==> src/rtl/pdm_playback_unit.sv <==
// PCM-to-PDM playback path: one-entry sample buffer feeding a first-order
// sigma-delta modulator with zero-order-hold interpolation and a programmable PDM clock.
module pdm_playback_unit #(
    parameter int DATA_WIDTH    = 16,
    parameter int DIVISOR_WIDTH = 7,
    parameter int FACTOR_WIDTH  = 8
) (
    input  logic                     clk_i,
    input  logic                     rst_i,
    input  logic                     enable_i,
    input  logic [DIVISOR_WIDTH-1:0] clock_divisor_i,
    input  logic [FACTOR_WIDTH-1:0]  oversampling_factor_i,
    input  logic [DATA_WIDTH-1:0]    sample_i,
    input  logic                     sample_valid_i,
    output logic                     sample_ready_o,
    output logic                     pdm_clk_o,
    output logic                     pdm_data_o,
    output logic                     underrun_o,
    output logic                     idle_o
);

    typedef enum logic [0:0] {
        ST_IDLE = 1'b0,
        ST_RUN  = 1'b1
    } state_e;

    state_e                   state_q, state_d;
    logic [DIVISOR_WIDTH-1:0] div_cnt_q, div_cnt_d;
    logic [FACTOR_WIDTH-1:0]  bit_cnt_q, bit_cnt_d;
    logic [DATA_WIDTH-1:0]    acc_q, acc_d;
    logic [DATA_WIDTH-1:0]    cur_q, cur_d;
    logic [DATA_WIDTH-1:0]    buf_q, buf_d;
    logic                     full_q, full_d;
    logic                     pdm_clk_q, pdm_clk_d;
    logic                     pdm_data_q, pdm_data_d;
    logic                     underrun_q, underrun_d;

    logic                     xfer_s;
    logic                     step_s;
    logic                     load_s;
    logic [DATA_WIDTH-1:0]    operand_s;
    logic [DATA_WIDTH-1:0]    offset_s;
    logic [DATA_WIDTH:0]      sum_s;

    // Next-state logic: divider, step scheduling, modulator update and input buffer.
    always_comb begin
        state_d    = state_q;
        div_cnt_d  = div_cnt_q;
        bit_cnt_d  = bit_cnt_q;
        acc_d      = acc_q;
        cur_d      = cur_q;
        pdm_clk_d  = pdm_clk_q;
        pdm_data_d = pdm_data_q;
        underrun_d = 1'b0;
        step_s     = 1'b0;
        load_s     = 1'b0;
        xfer_s     = sample_valid_i && !full_q;

        case (state_q)
            ST_IDLE: begin
                div_cnt_d  = {DIVISOR_WIDTH{1'b0}};
                bit_cnt_d  = {FACTOR_WIDTH{1'b0}};
                acc_d      = {DATA_WIDTH{1'b0}};
                cur_d      = {DATA_WIDTH{1'b0}};
                pdm_clk_d  = 1'b0;
                pdm_data_d = 1'b0;
                if (enable_i) begin
                    state_d = ST_RUN;
                    step_s  = 1'b1;
                    load_s  = 1'b1;
                end else begin
                    state_d = ST_IDLE;
                end
            end
            ST_RUN: begin
                if (!enable_i) begin
                    state_d    = ST_IDLE;
                    div_cnt_d  = {DIVISOR_WIDTH{1'b0}};
                    bit_cnt_d  = {FACTOR_WIDTH{1'b0}};
                    acc_d      = {DATA_WIDTH{1'b0}};
                    cur_d      = {DATA_WIDTH{1'b0}};
                    pdm_clk_d  = 1'b0;
                    pdm_data_d = 1'b0;
                end else if (div_cnt_q >= clock_divisor_i) begin
                    // Falling PDM clock edge is the modulator step.
                    div_cnt_d = {DIVISOR_WIDTH{1'b0}};
                    pdm_clk_d = !pdm_clk_q;
                    step_s    = pdm_clk_q;
                    load_s    = pdm_clk_q && (bit_cnt_q >= oversampling_factor_i);
                end else begin
                    div_cnt_d = div_cnt_q + DIVISOR_WIDTH'(1);
                end
            end
            default: begin
                state_d = ST_IDLE;
            end
        endcase

        if (load_s) begin
            operand_s = full_q ? buf_q : {DATA_WIDTH{1'b0}};
        end else begin
            operand_s = cur_q;
        end
        offset_s = {~operand_s[DATA_WIDTH-1], operand_s[DATA_WIDTH-2:0]};
        sum_s    = {1'b0, acc_q} + {1'b0, offset_s};

        if (step_s) begin
            pdm_data_d = sum_s[DATA_WIDTH];
            acc_d      = sum_s[DATA_WIDTH-1:0];
            if (load_s) begin
                cur_d      = operand_s;
                bit_cnt_d  = {FACTOR_WIDTH{1'b0}};
                underrun_d = !full_q;
            end else begin
                bit_cnt_d  = bit_cnt_q + FACTOR_WIDTH'(1);
            end
        end else begin
            underrun_d = 1'b0;
        end

        // An empty-buffer load may coincide with a transfer; the new sample waits for the next load.
        full_d = (full_q && !load_s) || xfer_s;
        if (xfer_s) begin
            buf_d = sample_i;
        end else begin
            buf_d = buf_q;
        end
    end

    // State and output registers with synchronous reset.
    always_ff @(posedge clk_i) begin
        if (rst_i) begin
            state_q    <= ST_IDLE;
            div_cnt_q  <= {DIVISOR_WIDTH{1'b0}};
            bit_cnt_q  <= {FACTOR_WIDTH{1'b0}};
            acc_q      <= {DATA_WIDTH{1'b0}};
            cur_q      <= {DATA_WIDTH{1'b0}};
            buf_q      <= {DATA_WIDTH{1'b0}};
            full_q     <= 1'b0;
            pdm_clk_q  <= 1'b0;
            pdm_data_q <= 1'b0;
            underrun_q <= 1'b0;
        end else begin
            state_q    <= state_d;
            div_cnt_q  <= div_cnt_d;
            bit_cnt_q  <= bit_cnt_d;
            acc_q      <= acc_d;
            cur_q      <= cur_d;
            buf_q      <= buf_d;
            full_q     <= full_d;
            pdm_clk_q  <= pdm_clk_d;
            pdm_data_q <= pdm_data_d;
            underrun_q <= underrun_d;
        end
    end

    assign sample_ready_o = !full_q;
    assign pdm_clk_o      = pdm_clk_q;
    assign pdm_data_o     = pdm_data_q;
    assign underrun_o     = underrun_q;
    assign idle_o         = (state_q == ST_IDLE);

endmodule

==> config.mk <==
export PLATFORM = sky130hd
export DESIGN_NAME = pdm_playback_unit
export DESIGN_NICKNAME = d
export VERILOG_FILES = /design/src/rtl/pdm_playback_unit.sv
export SDC_FILE = /design/constraint.sdc
export NUM_CORES = 1
export LEC_CHECK = 0
export CAP_MARGIN = 20
export CORE_MARGIN = 3
export CORE_UTILIZATION = 50
export CTS_BUF_LIST = sky130_fd_sc_hd__clkbuf_4
export DETAILED_ROUTE_END_ITERATION = 7
export PLACE_DENSITY = 0.74
export SETUP_SLACK_MARGIN = 0.15
export SLEW_MARGIN = 20
export SYNTH_ARGS = -nofsm -noshare
export SYNTH_HDL_FRONTEND = slang
export SYNTH_SLANG_ARGS = --single-unit
==> constraint.sdc <==
create_clock -name clk_i -period 4.1 [get_ports clk_i]
set_clock_uncertainty 0.05 [all_clocks]
set_input_delay 0.82 -clock clk_i [delete_from_list [all_inputs] [get_ports clk_i]]
set_output_delay 0.82 -clock clk_i [all_outputs]
set_load 0.02 [all_outputs]
==> results.ini, run 1 <==
[timing]
fin_crit_sh_pct = 97.2
rsz0062_at_grt = true
tightest_slew_ns = 0.988
setup_violations = 0
timing.fmax_ghz = 0.251
relSlewSlack_pct = 34.0
slew_violations = 0
fin_tns_setup_ns = 0
hold_viol = 0
worst_hold_slack_ns = 0.413
fin_crit_ns = 3.99

[yosys]
yosys.area.top_type = dfxtp_1
syn_inst = 507
yosysSeqAreaShare_pct = 34.1
synth_edf_count = 0
yosys_warnings = 0
async_flop_share_pct = 0
postSynthAreaPerCell_um2 = 7.87
synth_top_area_share_pct = 34.1
synth_cell_types = 52
yosys-top-cells-area = dfxtp_1 34%, ha_1 12%, nand2_1 10%
syn-num-nets = 580
ys.flop_type = dfxtp_1
syn_area_um2 = 3990
ys_seq_elements = 68

[global_route]
gr-total-overflow = 0
grt_pass1_vias = 3517
antenna_found_initial = 0
grt_max_degree = 30
grt_pass1_wl_mm = 15.7
globalRouteTotalUtil_pct = 22.0

[layout]
n_fill_cell = 569
drive_gt1_share_pct = 22.6
diodes = 0
finalNetCount = 660
seqCellArea_um2 = 1360
multiInputGateArea_um2 = 2760
area_growth_pct = 32.9

[die]
die_h_um = 95.3
boundaryPins = 40
start_util_pct = 53.3
rows = 31
fp.coreArea_um2 = 7490
die_w_um = 95.3
die_area_um2 = 9080

[critical_path]
timing.rr.end = acc_q[8]
cp-startpoint = clock_divisor_i[0]
crit_arrival_ns = 4.29
critPathRequiredTime_ns = 4.40
worst-path-max-fanout = 7
rr_startpoint = div_cnt_q[0]
path_class = input port to register
endpoint = acc_q[8]
crit_path_end_kind = register
start_kind = input port
rrSetupSlack_ns = 0.46
rr_worst_depth = 17

[clock_network]
clock_path_buffers = 2
cts.reportedPaths.clkPinSlew_ns = 0.14
cts_buffers = 9
htree_num_levels = 3
cts-root-buf = clkbuf_4
tritoncts = yes
cts_num_sinks = 68
insertion_delay_ns = 0.43

[flow_run]
maxCapViolCount = 0

[routing]
first_pass_iters = 5
wl_mm = 10.4
drt-initial-drc-count = 209
avgViaCountPerCell = 5.59
drt-wirelength-per-cell_um = 15.0
drc = 0
num_vias = 3865
ant_nets = 0

[power]
power.density_nw_per_um2 = 261
power.static_leakage_nw = 2.28
vdd_ir_drop_max_v = 0.000200

[place]
portBuffers = 39
dp_hpwl_mm = 6.94
gp_congestion = 0.860

[worst_hold_path]
hold_path.class = register to register

[run_status]
status = complete, no violations

layer usage:
metal  vias up  GRT usage (%)  part of all wire, %
li1       1920              -                    -
met1      1800           28.9                   46
met2       121           35.2                   46
met3        24           4.18                  4.9
met4         0           9.50                  2.6
met5         -              0                    0
worst min path at each step:
| stage | from | endpoint | slack (ns) | depth (start not counted) |
|---|---|---|---|---|
| after floorplan | div_cnt_q[0] | div_cnt_q[0] | 0.38 | 1 |
| after global placement | cur_q[6] | cur_q[6] | 0.39 | 2 |
| after detailed placement | cur_q[6] | cur_q[6] | 0.40 | 2 |
| after CTS | cur_q[6] | cur_q[6] | 0.42 | 2 |
| after global routing | cur_q[2] | cur_q[2] | 0.44 | 2 |
| final | cur_q[6] | cur_q[6] | 0.41 | 2 |
worst max-delay path: stages:
cell	delay (ns)
clkdlybuf4s50_1	0.46
ha_1	0.22
nand2b_4	0.15
a2111oi_4	0.45
o311ai_4	0.18
nand3_2	0.12
buf_6	0.13
nand2_2	0.07
nand2_2	0.09
ha_4	0.16
inv_2	0.04
fa_2	0.43
o21ai_1	0.25
a31oi_1	0.17
a21oi_1	0.21
xnor2_1	0.10
a211oi_1	0.24
repair_timing:
| action | CTS | global route |
|---|---|---|
| pin swaps | 4 | 31 |
| hold buffers | 0 | 0 |
| endpoints found under the setup margin | 6 | 10 |
| setup buffers | 2 | 6 |
| resized for setup | 4 | 59 |
through the flow:
| stage | util, % | instances | total power, W | instance area (um^2) | setup slack, ns |
|---|---|---|---|---|---|
| 5_1_grt | 70.8 | 691 | 0.00144 | 5300 | 0.0178 |
| 3_3_place_gp | 63.1 | 667 | 0.000854 | 4720 | -0.308 |
| 2_1_floorplan | - | 507 | 0.000792 | 3990 | 0.156 |
| 4_1_cts | 65.7 | 685 | 0.00138 | 4920 | 0.179 |
| 3_5_place_dp | 63.1 | 667 | 0.000856 | 4720 | -0.417 |
| 6_report | 70.8 | 691 | 0.00138 | 5300 | 0.113 |
sequential cells by signal, summed over array words and instances (netlist names):
register	count
bit_cnt_q	8
pdm_clk_o	1
pdm_data_o	1
div_cnt_q	7
buf_q	16
acc_q	16
state_q	1
full_q	1
underrun_o	1
cur_q	16
cells in the mapped netlist (2+ instances only):
cell type and n:
nor3_1 9, nor2_1 28, and3_1 9, a211oi_1 2, a31oi_1 7, xor2_1 3
buf_6 2, o21ai_0 12, a22oi_1 2, inv_1 27, ha_1 37, a21oi_2 5
o211ai_1 6, nand4_1 4, nand2b_1 5, o2111ai_1 2, nand3b_1 2, a21o_1 8
o21a_1 6, xnor2_1 12, a21oi_1 45, clkbuf_1 13, buf_2 3, nand2_1 108
dfxtp_1 68, nand3_1 50, nand3_2 4, buf_4 4
report_power, final:
| part | internal, W | switching [W] | total (W) |
|---|---|---|---|
| clock network | 0.000252 | 0.000273 | 0.000524 |
| registers | 0.000675 | 0.0000162 | 0.000692 |
| logic | 0.0000811 | 0.0000863 | 0.000167 |
| total | 0.00101 | 0.000375 | 0.00138 |
logic make-up after synthesis:
| logic type | Yosys count | share of synthesized area [%] |
|---|---|---|
| AOI/OAI and AO/OA | 106 | 17.6 |
| xor gates and xnor gates | 15 | 3.29 |
| adders and majority gates | 38 | 12.1 |
| buffers and inverters | 49 | 5.46 |
| DFF | 68 | 34.1 |
| muxes | 2 | 0.533 |
| and+or+nand+nor | 229 | 26.9 |
placed cells by master, fill, tap and decap left out, drive strengths merged, types with 2 or more instances in the layout:
| master | netlist | layout |
|---|---|---|
| o21a | 7 | 7 |
| nand3b | 2 | 2 |
| o211ai | 6 | 6 |
| a211oi | 2 | 2 |
| a22oi | 2 | 2 |
| nand2 | 108 | 108 |
| a31oi | 7 | 7 |
| clkinv | 0 | 3 |
| nand3 | 54 | 54 |
| nand2b | 6 | 6 |
| bufinv | 0 | 2 |
| a21o | 8 | 8 |
| dfxtp | 68 | 68 |
| and3 | 9 | 9 |
| buf | 9 | 52 |
| nor3 | 9 | 9 |
| ha | 37 | 37 |
| inv | 27 | 29 |
| clkdlybuf4s50 | 0 | 39 |
| nor2 | 29 | 29 |
| o21ai | 13 | 13 |
| o2111ai | 2 | 2 |
| a21oi | 50 | 50 |
| nand4 | 4 | 4 |
| xnor2 | 12 | 12 |
| xor2 | 3 | 3 |
| clkbuf | 13 | 9 |
cell type report:
type                       count  area share [%]
clock inverter                 7            1.86
inverter                      27            1.91
multi-input combinational    390            52.1
sequential                    68            25.7
timing repair buffer          91            14.9
tap                           99            2.34
clock buffer                   9            1.27
(Power assumes the default switching activity.)
==> inputs of run 2 (changes only) <==
--- a/config.mk
+++ b/config.mk
@@ -16,3 +16,4 @@
 export SYNTH_ARGS = -nofsm -noshare
 export SYNTH_HDL_FRONTEND = slang
 export SYNTH_SLANG_ARGS = --single-unit
+export TNS_END_PERCENT = 20
==> results of run 2 <==
Final layout, timing and power as in run 1 (identical DEF).
